## src/rtl/hbm_arb_pkg.sv

```systemverilog
// Shared types and helpers for the HBM pseudo-channel arbiter.
//   state_t        : arbiter FSM state (IDLE waiting to arbitrate, LOCK owning the port)
//   HBM_ADDR_W     : default HBM byte address width
//   HBM_DATA_W     : default beat width
//   HBM_ALIGN_BITS : default number of address LSBs that must be zero
//   aligned()      : 1 when the low align_bits of addr are all zero
package hbm_arb_pkg;

  typedef enum logic {
    IDLE = 1'b0,
    LOCK = 1'b1
  } state_t;

  localparam int HBM_ADDR_W     = 34;
  localparam int HBM_DATA_W     = 256;
  localparam int HBM_ALIGN_BITS = 5;

  // Takes a 64-bit view of the address so one function serves any ADDR_W up to 64.
  function automatic logic aligned(input logic [63:0] addr,
                                   input int          align_bits = HBM_ALIGN_BITS);
    logic [63:0] mask;
    mask = (64'd1 << align_bits) - 64'd1;
    return (addr & mask) == 64'd0;
  endfunction

endpackage

```

## src/rtl/hbm_rr_pick.sv

```systemverilog
// Combinational rotate-priority picker.
//   req        in  NUM_REQ          request vector
//   last_grant in  $clog2(NUM_REQ)  most recently granted index
//   idx        out $clog2(NUM_REQ)  first requester at or after last_grant+1 (mod NUM_REQ)
//   any        out 1                at least one request present
module hbm_rr_pick #(
  parameter int NUM_REQ = 4
) (
  input  logic [NUM_REQ-1:0]         req,
  input  logic [$clog2(NUM_REQ)-1:0] last_grant,
  output logic [$clog2(NUM_REQ)-1:0] idx,
  output logic                       any
);

  localparam int IDX_W = $clog2(NUM_REQ);

  logic [IDX_W-1:0] cand;

  // Walk from the farthest candidate back to the nearest so the nearest
  // requester after last_grant is the one left in idx.
  always_comb begin
    idx  = '0;
    any  = 1'b0;
    cand = '0;
    for (int k = NUM_REQ; k >= 1; k--) begin
      cand = IDX_W'((int'(last_grant) + k) % NUM_REQ);
      if (req[cand]) begin
        idx = cand;
        any = 1'b1;
      end
    end
  end

endmodule

```

## src/rtl/hbm_pc_arbiter.sv

```systemverilog
// Round-robin arbiter sharing one HBM pseudo-channel command port among
// NUM_REQ requesters. A grant lasts until the requester's last beat or
// MAX_HOLD accepted beats. Accepted beats land in a one-deep output register
// that drains on cmd_ready independently of arbitration.
//   AXI_ACLK / AXI_ARESET        clock, synchronous active-high reset
//   req_valid/ready/is_write/last per-requester beat handshake and type
//   req_address / req_data       packed per-requester address and write data
//   cmd_ready                    downstream accepts the presented beat
//   write_enable/address/data    write beat presented downstream
//   read_enable/address          read beat presented downstream
//   grant_id                     current/last granted requester
//   align_err                    one-cycle pulse when a misaligned beat is dropped
module hbm_pc_arbiter
  import hbm_arb_pkg::*;
#(
  parameter int NUM_REQ    = 4,
  parameter int ADDR_W     = HBM_ADDR_W,
  parameter int DATA_W     = HBM_DATA_W,
  parameter int MAX_HOLD   = 16,
  parameter int ALIGN_BITS = HBM_ALIGN_BITS
) (
  input  logic                       AXI_ACLK,
  input  logic                       AXI_ARESET,
  input  logic [NUM_REQ-1:0]         req_valid,
  output logic [NUM_REQ-1:0]         req_ready,
  input  logic [NUM_REQ-1:0]         req_is_write,
  input  logic [NUM_REQ-1:0]         req_last,
  input  logic [NUM_REQ*ADDR_W-1:0]  req_address,
  input  logic [NUM_REQ*DATA_W-1:0]  req_data,
  input  logic                       cmd_ready,
  output logic                       write_enable,
  output logic [ADDR_W-1:0]          write_address,
  output logic [DATA_W-1:0]          write_data,
  output logic                       read_enable,
  output logic [ADDR_W-1:0]          read_address,
  output logic [$clog2(NUM_REQ)-1:0] grant_id,
  output logic                       align_err
);

  localparam int IDX_W  = $clog2(NUM_REQ);
  localparam int HOLD_W = $clog2(MAX_HOLD + 1);

  state_t            state_q, state_d;
  logic [IDX_W-1:0]  grant_q, grant_d;
  logic [IDX_W-1:0]  last_grant_q, last_grant_d;
  logic [HOLD_W-1:0] hold_cnt_q, hold_cnt_d;
  logic              wen_q, wen_d;
  logic              ren_q, ren_d;
  logic              aerr_q, aerr_d;
  logic [ADDR_W-1:0] waddr_q, waddr_d;
  logic [DATA_W-1:0] wdata_q, wdata_d;
  logic [ADDR_W-1:0] raddr_q, raddr_d;

  logic [ADDR_W-1:0] addr_arr [NUM_REQ];
  logic [DATA_W-1:0] data_arr [NUM_REQ];

  logic [IDX_W-1:0]  pick_idx;
  logic              pick_any;

  logic              sel_valid, sel_wr, sel_last, sel_ok;
  logic [ADDR_W-1:0] sel_addr;
  logic [DATA_W-1:0] sel_data;
  logic              out_busy, lock_ready, beat_acc;
  logic [HOLD_W-1:0] hold_nxt;

  always_comb begin
    for (int i = 0; i < NUM_REQ; i++) begin
      addr_arr[i] = req_address[i*ADDR_W +: ADDR_W];
      data_arr[i] = req_data[i*DATA_W +: DATA_W];
    end
  end

  hbm_rr_pick #(
    .NUM_REQ    (NUM_REQ)
  ) u_pick (
    .req        (req_valid),
    .last_grant (last_grant_q),
    .idx        (pick_idx),
    .any        (pick_any)
  );

  assign sel_valid  = req_valid[grant_q];
  assign sel_wr     = req_is_write[grant_q];
  assign sel_last   = req_last[grant_q];
  assign sel_addr   = addr_arr[grant_q];
  assign sel_data   = data_arr[grant_q];
  assign sel_ok     = aligned(64'(sel_addr), ALIGN_BITS);

  // The output register can take a new beat when empty or being emptied this cycle.
  assign out_busy   = wen_q | ren_q;
  assign lock_ready = ~out_busy | cmd_ready;
  assign beat_acc   = (state_q == LOCK) & sel_valid & lock_ready;
  assign hold_nxt   = hold_cnt_q + HOLD_W'(1);

  always_comb begin
    state_d      = state_q;
    grant_d      = grant_q;
    last_grant_d = last_grant_q;
    hold_cnt_d   = hold_cnt_q;
    req_ready    = '0;
    case (state_q)
      IDLE: begin
        if (pick_any) begin
          grant_d      = pick_idx;
          last_grant_d = pick_idx;
          hold_cnt_d   = '0;
          state_d      = LOCK;
        end
      end
      LOCK: begin
        req_ready[grant_q] = lock_ready;
        // Misaligned beats still consume hold budget and can carry last.
        if (beat_acc) begin
          if (sel_last || (hold_nxt == HOLD_W'(MAX_HOLD))) begin
            state_d    = IDLE;
            hold_cnt_d = '0;
          end else begin
            hold_cnt_d = hold_nxt;
          end
        end
      end
      default: state_d = IDLE;
    endcase
  end

  always_comb begin
    wen_d   = wen_q;
    ren_d   = ren_q;
    waddr_d = waddr_q;
    wdata_d = wdata_q;
    raddr_d = raddr_q;
    aerr_d  = 1'b0;
    if (beat_acc) begin
      wen_d  = sel_ok & sel_wr;
      ren_d  = sel_ok & ~sel_wr;
      aerr_d = ~sel_ok;
      if (sel_ok && sel_wr) begin
        waddr_d = sel_addr;
        wdata_d = sel_data;
      end
      if (sel_ok && !sel_wr) begin
        raddr_d = sel_addr;
      end
    end else if (cmd_ready) begin
      wen_d = 1'b0;
      ren_d = 1'b0;
    end
  end

  always_ff @(posedge AXI_ACLK) begin
    if (AXI_ARESET) begin
      state_q      <= IDLE;
      grant_q      <= '0;
      last_grant_q <= IDX_W'(NUM_REQ - 1);
      hold_cnt_q   <= '0;
      wen_q        <= 1'b0;
      ren_q        <= 1'b0;
      aerr_q       <= 1'b0;
      waddr_q      <= '0;
      wdata_q      <= '0;
      raddr_q      <= '0;
    end else begin
      state_q      <= state_d;
      grant_q      <= grant_d;
      last_grant_q <= last_grant_d;
      hold_cnt_q   <= hold_cnt_d;
      wen_q        <= wen_d;
      ren_q        <= ren_d;
      aerr_q       <= aerr_d;
      waddr_q      <= waddr_d;
      wdata_q      <= wdata_d;
      raddr_q      <= raddr_d;
    end
  end

  assign write_enable  = wen_q;
  assign read_enable   = ren_q;
  assign write_address = waddr_q;
  assign write_data    = wdata_q;
  assign read_address  = raddr_q;
  assign grant_id      = grant_q;
  assign align_err     = aerr_q;

endmodule
```

## config.mk

```make
export PLATFORM = sky130hd
export DESIGN_NAME = hbm_pc_arbiter
export DESIGN_NICKNAME = d
export VERILOG_FILES = /design/src/rtl/hbm_arb_pkg.sv /design/src/rtl/hbm_rr_pick.sv /design/src/rtl/hbm_pc_arbiter.sv
export SDC_FILE = /design/constraint.sdc
export NUM_CORES = 1
export LEC_CHECK = 0
export ABC_AREA = 1
export BUFFER_PORTS_ARGS = -buffer_cell sky130_fd_sc_hd__buf_2
export CAP_MARGIN = 5
export CORE_AREA = 2 2 595 597
export CTS_CLUSTER_SIZE = 25
export DETAILED_ROUTE_END_ITERATION = 12
export DIE_AREA = 0 0 597 599
export GPL_TIMING_DRIVEN = 0
export PLACE_DENSITY = 0.3
export SLEW_MARGIN = 15
export SYNTH_ARGS = -nofsm -noshare
export SYNTH_HDL_FRONTEND = slang
export SYNTH_HIERARCHICAL = 1
export SYNTH_SLANG_ARGS = --single-unit
```

## constraint.sdc

```tcl
create_clock -name AXI_ACLK -period 5 [get_ports AXI_ACLK]
set_input_delay 1 -clock AXI_ACLK [delete_from_list [all_inputs] [get_ports AXI_ACLK]]
set_output_delay 1 -clock AXI_ACLK [all_outputs]
set_load 0.02 [all_outputs]
```

# Word-level counts from Yosys, hierarchy flattened
# Cells that the tools add are included.
# Widths: inputs -> output; s select.
# word_totals
ff_bits	337
inputBits	1175
out_inout_bits	333
word_cells	92
# op_classes
add_sub_neg	5
order_cmp	7
n_eq_ne	3
mux	42
n_bitwise	13
reduce_logical	12
# ops
cell	n
$bmux 256 s2	1
$mux 256	2
$bmux 34 s2	1
$mux 34	2
$logic_not 64->1	1
$mux 1	18
$lt 2x3->1 const B	5
$mux 5	3
$bmux 1 s2	7
$pmux 5 s2	1
$mux 2	4
$reduce_and 2->1	4
$add 5x1->5 const B	1
$eq 5x5->1 const B	1
$not 1->1	5
$add 2x1->2 const B	2
$add 2x2->2 const B	2
$and 1x1->1	4
$and 4x4->4	1
$mux 4	1
$ge 3x3->1 const B	1
$logic_and 1x1->1	3
$not 2->3	1
$demux 1 s2	1
other kinds (9)	10

# Longest topological paths before layout
# Gate-level depths: netlist of the first run.
# depth
depth_word	9
ltp_mapped	12
depth_no_buf	11

# Modules after synthesis
# Netlist of the first run, hierarchy kept.
# modules_own_cells
module	n_inst	cells_per_inst	area_per_inst_um2	seq_area_each_um2
hbm_pc_arbiter	1	4037	22188.8	6746.5
hbm_rr_pick	1	49	226.5	0.0

# Worst setup path before layout of the first run
# Ideal clock, no wire load.
# synth_timing
kind	input to output
from	input port cmd_ready
to	output port req_ready[0]
arrival_time_ns	1.526
t_required_ns	4.000
path_slack_ns	2.474
path_stages	2
path_buffers	0
path_cell_list	o21ai_0 -> nor2_1
# synth_between
elab_chain_cells	3
# synth_rtl
item	line	rtl
start: declaration	hbm_pc_arbiter.sv:30	input logic cmd_ready,
$or 1x1->1	hbm_pc_arbiter.sv:91	assign lock_ready = ~out_busy | cmd_ready;
$and 4x4->4 (no line)	n/a	
$mux 4	hbm_pc_arbiter.sv:101	case (state_q)
end: declaration	hbm_pc_arbiter.sv:25	output logic [NUM_REQ-1:0] req_ready,
# No other way between the ends.

# Worst setup path in the final report of the first run
# layout_timing
from	register grant_q[0], in the netlist grant_id[0]
to	register wdata_q[214], in the netlist write_data[214]
# layout_between
elab_chain_cells	7
elab_cells_between_ends	16
cone_classes	10 x mux; 3 x bitwise; 3 x reduce/logical
# layout_rtl
item	line	rtl
start: declaration	hbm_pc_arbiter.sv:44	logic [IDX_W-1:0] grant_q, grant_d;
start signal: assignment	hbm_pc_arbiter.sv:164	grant_q <= grant_d;
$not 2->3 (implied by the code)	hbm_pc_arbiter.sv:85, hbm_pc_arbiter.sv:86	
$bmux 34 s2	hbm_pc_arbiter.sv:85	assign sel_addr = addr_arr[grant_q];
$mux 34 (implied by the code) (2 in a row)	hbm_pc_arbiter.sv:85	
$logic_not 64->1	hbm_arb_pkg.sv:23	return (addr & mask) == 64'd0;
$logic_and 1x1->1	hbm_pc_arbiter.sv:137	if (sel_ok && sel_wr) begin
$reduce_and 2->1 (no line)	n/a	
end signal: assignment	hbm_pc_arbiter.sv:171	wdata_q <= wdata_d;
end: declaration	hbm_pc_arbiter.sv:51	logic [DATA_W-1:0] wdata_q, wdata_d;
# Parallel ways exist; a longest one is shown, timed or not. The select of a mux whose other input is x is not followed.
# A chain may end at the register's enable or synchronous reset.

==> impl_metrics.tcl, run 1 <==
set metrics [dict create \
    fin_crit_ns 4.201 \
    htree_levels 2 \
    multiInputGateArea_um2 14090 \
    clkPwrFrac 0.215 \
    dieArea_um2 357600 \
    worst_slew_pin_slew_ns 1.270 \
    remaining_drc_errors 0 \
    max_cap_violations 0 \
    routabilityCongestion 0.9298 \
    root_buffer "clkbuf_16" \
    whs_endpoint "write_address[3]$_SDFFE_PP0P_" \
    netlist_area_um2 22420 \
    core-area_um2 351300 \
    path_max_fanout 14 \
    crit_chain "inv_2 -> buf_2 -> clkbuf_1 -> buf_1 -> nand2_1 -> a21oi_1 -> nor2_1 -> nand3_1 -> nand2_1 -> nor2_1" \
    final_area_um2 38030 \
    cts_tree "yes" \
    hold_class "reg2reg" \
    holdWs_ns 0.4434 \
    grt_pass1_wl_um 338300 \
    p_per_area_nw_per_um2 480.1 \
    layout.area.seq_um2 6746 \
    crit_required_ns 5.64 \
    critPathKind "reg2reg" \
    fmax_mhz 238.0 \
    setup_viol 0 \
    drive_gt1_frac 0.3122 \
    num_io_pins 1508 \
    met2WireLength_um 130700 \
    numCtsBuffers 53 \
    wl_met3_um 23780 \
    detail-route-antenna-nets 0 \
    wl_per_cell_um 26.03 \
    critical_path.top_delay_family "buffers and inverters" \
    rr_endpoint "write_data[214]$_SDFFE_PP0P_" \
    cts_resized 0 \
    drt-pass1-iter-count 6 \
    fin_setup_tns_ns 0 \
    post_cts_buffers 0 \
    switching_power_mw 10.55 \
    relSlewSlack 0.1536 \
    reg2reg_from "grant_id[0]$_SDFFE_PP0P_" \
    seq_area_frac_synth 0.3010 \
    rows 218 \
    grt-ovfl-total 0 \
    synth_cells 4086 \
    grt_setup_unrepaired "no" \
    finalHoldViolCount 0 \
    cp_slowest_cell "clkbuf_1" \
    cpPeakStageDelay_ns 0.87 \
    synth-seq-cells 337 \
    share_comb_of_total_power 0.623 \
    sequentialPowerShare 0.161 \
    routed_via_density 3.265 \
    drt_wl_total_um 271000 \
    skew_ns 0.03514 \
    p_int_mw 7.709 \
    met1Wirelength_um 106300 \
    finalCritPeriodShare 0.8402 \
    clk_pin_slew_ns 0.07 \
    start_util 0.06380 \
    cts_hold_buf 0 \
    track_usage 0.1445 \
    synthToLayoutAreaGrowth_pct 69.67 \
    worst-path-buf-inv 4 \
    worstSkewPairLatency_ns 0.69 \
    ir_drop_uv 236.4 \
    critPathCaptureType "flip-flop" \
    place_area_um2 36050 \
    avgSynthCellArea_um2 5.486 \
    grt_antenna_before_repair 206 \
    utilization 0.1083 \
    final_cell_mix "1763 x nand2_1, 1623 x buf_2, 626 x nor2_1" \
    leakage_nw 18.11 \
    synth_nets 5262 \
    cp-start-kind "flip-flop" \
    port_buffers 1507 \
    ff2ff_path_depth 10 \
    ys_types 26 \
    status "complete, no violations" \
    die_w_um 597 \
    clock_path_buffers 3 \
    cts.sinks 337 \
    hpwlAfterDp_um 240100 \
    cp.arrival_ns 4.84 \
    grt_max_degree 15 \
    r2r_slack_ns 0.80 \
    drtIter0Drc 2393 \
    vias 33990 \
    power.total_mw 18.26 \
    die_y_um 599 \
    fin_nets 6837 \
    hp-start "write_address[3]$_SDFFE_PP0P_" \
    finalMaxSlewViolations 0 \
    ys_warn_count 6 \
    min_delay_path_depth 2 \
    top_layer_used "met5" \
    n_fill_cell 42130 \
    grt_pass1_vias 33560 \
    sw_frac_of_total 0.5779 \
    final_common_cell "nand2_1" \
]
==> sequential cells by signal (all words and copies together), names as in the netlist, 2 cells and up <==
signal,cells
last_grant_q,2
hold_cnt_q,5
grant_id,2
write_data,256
read_address,34
write_address,34
==> kinds of logic (layout without fill, tap and decap cells) <==
logic type | after synthesis | count (layout) | synth area share
flops | 337 | 337 | 0.3010
other cells | 0 | 87 | 0
compound gates | 611 | 611 | 0.1401
xor+xnor | 1 | 1 | 0.0003908
simple gates | 2771 | 2771 | 0.4865
buf+inv | 365 | 1981 | 0.07150
fa+ha+maj | 1 | 1 | 0.0005581
==> power groups by stage <==
| stage | Sequential (mW) | Combinational (mW) | Clock (mW) |
|---|---|---|---|
| 6_report | 2.95 | 11.4 | 3.93 |
| 5_1_grt | 2.96 | 12.4 | 4.21 |
| 4_1_cts | 2.95 | 11.8 | 4.13 |
| 3_5_place_dp | 3.01 | 11.7 | 0 |
| 3_3_place_gp | 3.00 | 11.6 | 0 |
| 2_1_floorplan | 3.16 | 5.09 | 0 |
==> layout make-up <==
type                    count  share of cell area
diodes                     87            0.005724
plain buffers             335             0.03954
clock buffers              67             0.03787
clock inverters            29            0.008455
inverters                  30            0.003158
multi-input cells        3384              0.3705
flip-flops and latches    337              0.1774
well taps                4620              0.1520
repair buffers           1520              0.2054
==> Yosys cell counts <==
library cell | count | area share
buf_4 | 18 | 0.0060
nor3_1 | 1 | 0.00022
and3_1 | 4 | 0.0011
inv_2 | 3 | 0.00050
dfxtp_1 | 337 | 0.30
nand4_1 | 1 | 0.00028
nand2_1 | 1763 | 0.30
inv_8 | 1 | 0.00050
a22o_1 | 21 | 0.0082
nand3_1 | 357 | 0.080
nor2_1 | 632 | 0.11
nor2_4 | 1 | 0.00050
buf_2 | 114 | 0.025
and2_4 | 1 | 0.00039
a21oi_1 | 587 | 0.13
inv_1 | 26 | 0.0044
nand2_2 | 5 | 0.0014
buf_6 | 2 | 0.0010
ha_1 | 1 | 0.00056
clkbuf_1 | 164 | 0.027
nand3b_1 | 2 | 0.00067
nor2_2 | 4 | 0.0011
o21ai_0 | 2 | 0.00045
buf_1 | 37 | 0.0062
o21ai_2 | 1 | 0.00039
xor2_1 | 1 | 0.00039
==> worst min-delay path, cell delays in order, from the launching register on <==
cell and delay, ns:
dfxtp_1 0.31, nand2_1 0.06, nor2_1 0.04
==> stage by stage <==
| stage | std cells | setup WS (ns) |
|---|---|---|
| after floorplan | 4086 | 2.474 |
| after global routing | 10370 | 0.5608 |
| final | 10410 | 0.7990 |
| after CTS | 10320 | 0.7907 |
| after global placement | 10210 | -0.4269 |
| after detailed placement | 10230 | 0.7225 |
==> worst max-delay path by stage <==
stage                             start                      endpoint  slack (ns)  depth (start not counted)
6_report       grant_id[0]$_SDFFE_PP0P_  write_data[214]$_SDFFE_PP0P_        0.80                         10
5_1_grt        grant_id[0]$_SDFFE_PP0P_  write_data[215]$_SDFFE_PP0P_        0.56                         10
4_1_cts        grant_id[0]$_SDFFE_PP0P_  write_data[202]$_SDFFE_PP0P_        0.79                         12
3_5_place_dp               req_valid[3]  write_data[202]$_SDFFE_PP0P_        0.72                         12
3_3_place_gp   grant_id[0]$_SDFFE_PP0P_   write_data[97]$_SDFFE_PP0P_       -0.43                         10
2_1_floorplan                 cmd_ready                  req_ready[0]        2.47                          2
==> layer usage <==
layer  up-vias  track usage
li1      16290            -
met1     15600       0.1655
met2      1566       0.2535
met3       437      0.04628
met4        88      0.04507
met5         -            0
No activity file was read; power rests on OpenSTA's default activity.
==> run 2: changes to the inputs <==
Settings changed: ABC_AREA 1 to 0, CORE_AREA 2 2 595 597 to 2 2 584 586, DIE_AREA 0 0 597 599 to 0 0 586 588.
Clock period 5 ns to 3.71 ns, I/O delays scaled along.
==> run 2 against run 1 <==
Net effect: core utilization down 0.21 points; die area down 3.6%; non-clock buffer count down 143; clock-buffer cell count up 3; area after synthesis down 8.5%; first-iteration DRC count down 13%; hold slack worse by 0.099 ns; sequential share of layout area up 1.0 points; critical path depth down 3.
==> impl_metrics.tcl, run 2 <==
set metrics [dict create \
    grt_pass1_vias 24990 \
    yosysTopAreaCellShare 0.3291 \
    vias 25950 \
    finalMaxSlewViolations 0 \
    grt_pass1_wl_um 354400 \
    cp.arrival_ns 4.10 \
    final_cell_mix "1596 x buf_2, 337 x dfxtp_1, 315 x nand3b_1" \
    rows 214 \
    path_max_fanout 10 \
    final_common_cell "buf_2" \
    share_comb_of_total_power 0.267 \
    port_buffers 1506 \
    synth-seq-cells 337 \
    switching_power_mw 4.033 \
    p_int_mw 8.120 \
    finalCritPeriodShare 0.9705 \
    critPathKind "reg2reg" \
    hold_class "in2reg" \
    synth_cells 1843 \
    power.total_mw 12.15 \
    rr_endpoint "write_data[249]$_SDFFE_PP0P_" \
    avgSynthCellArea_um2 11.12 \
    reg2reg_from "grant_id[0]$_SDFFE_PP0P_" \
    numCtsBuffers 50 \
    synth_edf_count 0 \
    wl_per_cell_um 36.99 \
    max_cap_violations 0 \
    holdWs_ns 0.3446 \
    finalHoldViolCount 0 \
    grt_antenna_before_repair 434 \
    fin_nets 4578 \
    async_flop_share 0 \
    largest_register_ffs 256 \
    drtIter0Drc 2071 \
    ff2ff_path_depth 7 \
    die_y_um 588 \
    hpwlAfterDp_um 276900 \
    remaining_drc_errors 0 \
    instances_no_fill 8129 \
    startpoint "grant_id[0]$_SDFFE_PP0P_" \
    grt_max_degree 20 \
    ys_types 43 \
    grt_setup_unrepaired "no" \
    htree_levels 2 \
    clk_pin_slew_ns 0.06 \
    r2r_slack_ns 0.11 \
    synth_common_cells "337 x dfxtp_1, 315 x nand3b_1, 293 x nand2b_1" \
    grt-ovfl-total 0 \
    synthToLayoutAreaGrowth_pct 75.23 \
    fin_crit_ns 3.600 \
    routabilityCongestion 0.9052 \
    clkPwrFrac 0.430 \
    root_buffer "clkbuf_16" \
    sw_frac_of_total 0.3319 \
    ys_warn_count 6 \
    setup_viol 0 \
    num_io_pins 1508 \
    cts_hold_buf 0 \
    multiInputGateArea_um2 12820 \
    dieArea_um2 344600 \
    die_w_um 586 \
    ir_drop_uv 363.2 \
    min_delay_path_depth 3 \
    drive_gt1_frac 0.5822 \
    synth_flop_cell "dfxtp_1" \
    n_fill_cell 39540 \
    track_usage 0.1682 \
    core-area_um2 338400 \
    cp-start-kind "flip-flop" \
    yosysTopAreaCell "dfxtp_1" \
    p_per_area_nw_per_um2 338.3 \
    synth.most_common_cell "dfxtp_1" \
    place_inst 7888 \
    sequentialPowerShare 0.302 \
    routed_via_density 3.192 \
    dp_slack_ns -0.6535 \
    start_util 0.06058 \
    drt_wl_total_um 300700 \
    drt-pass1-iter-count 5 \
    cts.sinks 337 \
    worst_slew_pin_slew_ns 1.275 \
    leakage_nw 13.76 \
    skew_ns 0.06286 \
    detail-route-antenna-nets 0 \
    endpoint "write_data[249]$_SDFFE_PP0P_" \
    status "complete, no violations" \
    setup_ws_ns 0.1096 \
    worstSkewPairLatency_ns 0.74 \
    relSlewSlack 0.1498 \
    synth_top_cells_by_area "dfxtp_1 33%, mux4_2 32%, nand3b_1 12%" \
    clock_path_buffers 3 \
    layout.area.seq_um2 6746 \
    critPathCaptureType "flip-flop" \
    cts_tree "yes" \
    netlist_area_um2 20500 \
    synth_nets 3019 \
    seq_area_frac_synth 0.3291 \
    crit_required_ns 4.21 \
    fmax_mhz 277.7 \
]
## run 2: worst min path at each step
stage,from,endpoint,slack (ns)
after floorplan,hold_cnt_q[4]$_SDFFE_PP0P_,hold_cnt_q[4]$_SDFFE_PP0P_,0.50
after global placement,write_data[16]$_SDFFE_PP0P_,write_data[16]$_SDFFE_PP0P_,0.46
after detailed placement,write_data[72]$_SDFFE_PP0P_,write_data[72]$_SDFFE_PP0P_,0.47
after CTS,cmd_ready,write_enable$_SDFFE_PP0P_,0.24
after global routing,cmd_ready,write_enable$_SDFFE_PP0P_,0.30
final,cmd_ready,read_enable$_SDFFE_PP0P_,0.34
## run 2: power by group through the flow
| stage | Combinational, mW | Sequential, mW | Clock [mW] |
|---|---|---|---|
| 2_1_floorplan | 1.38 | 3.78 | 0 |
| 4_1_cts | 3.33 | 3.67 | 5.47 |
| 5_1_grt | 3.42 | 3.68 | 5.56 |
| 6_report | 3.25 | 3.67 | 5.23 |
| 3_5_place_dp | 3.32 | 3.75 | 0 |
| 3_3_place_gp | 3.30 | 3.75 | 0 |
## run 2: metrics by stage
stage               area (µm²)     util  TNS, ns
finish                   35930   0.1061        0
floorplan                20500        -        0
global placement         33710  0.09962  -325.92
global route             35660   0.1054        0
detailed placement       33810  0.09989  -133.20
CTS                      35550   0.1050        0
## run 2: final cells by class
cell class	instances	area share
clock inverter	22	0.007732
timing repair buffer	1509	0.2119
buffer	203	0.02657
multi-input combinational	1297	0.3568
tap	4536	0.1580
inverter	4	0.0004179
clock buffer	70	0.04030
sequential	337	0.1878
antenna	151	0.01052
## run 2: critical path, stage by stage, from the launching register on
cell      delay (ns)
dfxtp_1         0.33
buf_6           0.17
inv_1           0.44
mux4_2          0.54
and3_1          0.29
nand3_2         0.47
clkbuf_1        0.88
o21ai_0         0.23
## run 2: cell families (layout without fill, tap and decap cells)
family,count (synthesis),in the layout,synth area share
other cells,0,151,0
buf+inv,209,1808,0.04589
flops,337,337,0.3291
fa+ha+maj,1,1,0.0006102
mux,291,291,0.3184
compound gates,338,338,0.08483
simple gates,667,667,0.2212
## run 2: per-layer routing
layer  vias to the layer above  wire [µm]  track usage
met5                         -       1380            0
met2                      1936     134500       0.2714
met3                       725      41120      0.09626
met4                       210      11190      0.04610
li1                      10360          -            -
met1                     12720     112500       0.1872
## run 2: what timing repair did
item                       4_1_cts  5_1_grt
gates resized for setup          9        0
buffers inserted                 0        0
setup endpoints to repair      239        0
==> run 3: changes to the inputs <==
Settings changed: CORE_AREA 2 2 584 586 to 2 2 590 592, DIE_AREA 0 0 586 588 to 0 0 592 594.
Clock period 3.71 ns to 3.6 ns, I/O delays scaled along.
==> run 3 against run 2 <==
Net effect: worst setup slack improved by 0.074 ns; power increased by 4.6%; register-to-register slack improved by 0.07 ns; via count down 0.57%; critical path depth is 1 higher; clock skew down 0.0093 ns; non-clock buffer count increased by 4; cell count up 0.25%; first-iteration DRC count shrank 5.2%; flip-flop and latch count unchanged; global-route usage up 0.17 points; critical endpoint is now write_data[224]$_SDFFE_PP0P_.
==> impl_metrics.tcl, run 3 (synthesis results as in run 2) <==
set metrics [dict create \
    final_common_cell "buf_2" \
    vias 25800 \
    clk_pin_slew_ns 0.06 \
    max_cap_violations 0 \
    rows 216 \
    fin_nets 4584 \
    cpPeakStageDelay_ns 0.72 \
    die_w_um 592 \
    port_buffers 1506 \
    grt_antenna_before_repair 402 \
    grt-ovfl-total 0 \
    share_comb_of_total_power 0.270 \
    power.total_mw 12.71 \
    sw_frac_of_total 0.3389 \
    worstSkewPairLatency_ns 0.74 \
    root_buffer "clkbuf_16" \
    ff2ff_path_depth 8 \
    remaining_drc_errors 0 \
    n_fill_cell 40170 \
    reg2reg_from "grant_id[0]$_SDFFE_PP0P_" \
    p_per_area_nw_per_um2 353.2 \
    sequentialPowerShare 0.298 \
    crit_required_ns 4.21 \
    drive_gt1_frac 0.5822 \
    hpwlAfterDp_um 283500 \
    startpoint "grant_id[0]$_SDFFE_PP0P_" \
    hold_class "in2reg" \
    crit_chain "buf_6 -> nor4_1 -> a211o_1 -> and3_1 -> nand3_2 -> buf_2 -> buf_4 -> o21ai_1" \
    grt_setup_unrepaired "no" \
    ir_drop_uv 337.2 \
    relSlewSlack 0.2117 \
    routed_via_density 3.166 \
    routabilityCongestion 0.9550 \
    numCtsBuffers 52 \
    grt_pass1_vias 25480 \
    core-area_um2 345100 \
    track_usage 0.1698 \
    cp-start-kind "flip-flop" \
    switching_power_mw 4.307 \
    finalMaxSlewViolations 0 \
    clock_path_buffers 3 \
    worst-path-buf-inv 3 \
    fin_crit_ns 3.416 \
    grt_pass1_wl_um 364300 \
    cts_tree "yes" \
    largest_register_ffs 256 \
    drt-pass1-iter-count 5 \
    cp_slowest_cell "nor4_1" \
    leakage_nw 13.78 \
    finalCritPeriodShare 0.9490 \
    drtIter0Drc 1964 \
    wl_per_cell_um 37.98 \
    setup_viol 0 \
    start_util 0.05941 \
    crit_cells 8 \
    status "complete, no violations" \
    grt_max_degree 20 \
    endpoint "write_data[224]$_SDFFE_PP0P_" \
    synthToLayoutAreaGrowth_pct 75.47 \
    final_area_um2 35970 \
    worst_slew_pin_slew_ns 1.183 \
    rr_endpoint "write_data[224]$_SDFFE_PP0P_" \
    place_area_um2 33870 \
    die_y_um 594 \
    finalHoldViolCount 0 \
    final_cell_mix "1594 x buf_2, 337 x dfxtp_1, 315 x nand3b_1" \
    fmax_mhz 292.7 \
    path_max_fanout 10 \
    cts_hold_buf 0 \
    cts.sinks 337 \
    dieArea_um2 351600 \
    num_io_pins 1508 \
    p_int_mw 8.400 \
    clkPwrFrac 0.432 \
    r2r_slack_ns 0.18 \
    drt_wl_total_um 309500 \
    cp.arrival_ns 4.03 \
    critical_path.top_delay_family "simple AND/OR/NAND/NOR gates" \
    critPathKind "reg2reg" \
    skew_ns 0.05357 \
    critPathCaptureType "flip-flop" \
    htree_levels 2 \
    detail-route-antenna-nets 0 \
]
==> run 3: area by class of cell <==
cell class                      instances  area, µm²  area share
Multi-Input combinational cell       1297      12830      0.3565
Timing Repair Buffer                 1513       7647      0.2126
Sequential cell                       337       6746      0.1875
Tap cell                             4578       5728      0.1592
Clock buffer                           72       1499     0.04167
Buffer                                203      950.9     0.02643
Antenna cell                          124      310.3    0.008625
Clock inverter                         21      251.5    0.006991
Inverter                                4      15.01   0.0004174
==> run 3: timing repair <==
item / in CTS / in global routing
buffers inserted: 3 / 0
resized for setup: 10 / 0
endpoints found under the setup margin: 305 / 0
==> run 3: worst min-delay path by stage <==
stage | from | to | cells past startpoint
after floorplan | hold_cnt_q[4]$_SDFFE_PP0P_ | hold_cnt_q[4]$_SDFFE_PP0P_ | 2
after global placement | write_data[41]$_SDFFE_PP0P_ | write_data[41]$_SDFFE_PP0P_ | 2
after detailed placement | write_data[144]$_SDFFE_PP0P_ | write_data[144]$_SDFFE_PP0P_ | 2
after CTS | cmd_ready | read_enable$_SDFFE_PP0P_ | 3
after global routing | cmd_ready | write_enable$_SDFFE_PP0P_ | 3
final | cmd_ready | read_enable$_SDFFE_PP0P_ | 3
==> run 3: routing by layer <==
metal / part of all wire / global-route usage / up-vias
li1: - / - / 10320
met1: 0.37 / 0.1893 / 12590
met2: 0.45 / 0.2744 / 1992
met3: 0.14 / 0.09443 / 705
met4: 0.038 / 0.04962 / 188
met5: 0.0040 / 0 / -
==> run 3: per-stage QoR <==
stage / hold WS (ns) / setup TNS [ns] / utilization / instances / setup WS, ns
floorplan: 0.4967 / 0 / - / 1843 / 1.088
global placement: 0.4677 / -332.22 / 0.09784 / 7927 / -1.789
finish: 0.3367 / 0 / 0.1042 / 8149 / 0.1837
detailed placement: 0.4641 / -186.91 / 0.09814 / 7931 / -0.9220
CTS: 0.2323 / 0 / 0.1033 / 8025 / 0.01379
global route: 0.2836 / 0 / 0.1036 / 8063 / 0.007669
==> run 3: worst reg2reg max path, cell delays in order, from the launching register on <==
cell and delay (ns):
dfxtp_1 0.35, buf_6 0.19, nor4_1 0.73, a211o_1 0.26
and3_1 0.32, nand3_2 0.49, buf_2 0.53, buf_4 0.32
o21ai_1 0.14
==> run 3: power by group through the flow <==
stage,clock [mW],sequential (mW),combinational [mW]
6_report,5.49,3.79,3.43
5_1_grt,5.81,3.79,3.63
4_1_cts,5.76,3.79,3.54
3_5_place_dp,0,3.87,3.53
3_3_place_gp,0,3.87,3.50
2_1_floorplan,0,3.90,1.42
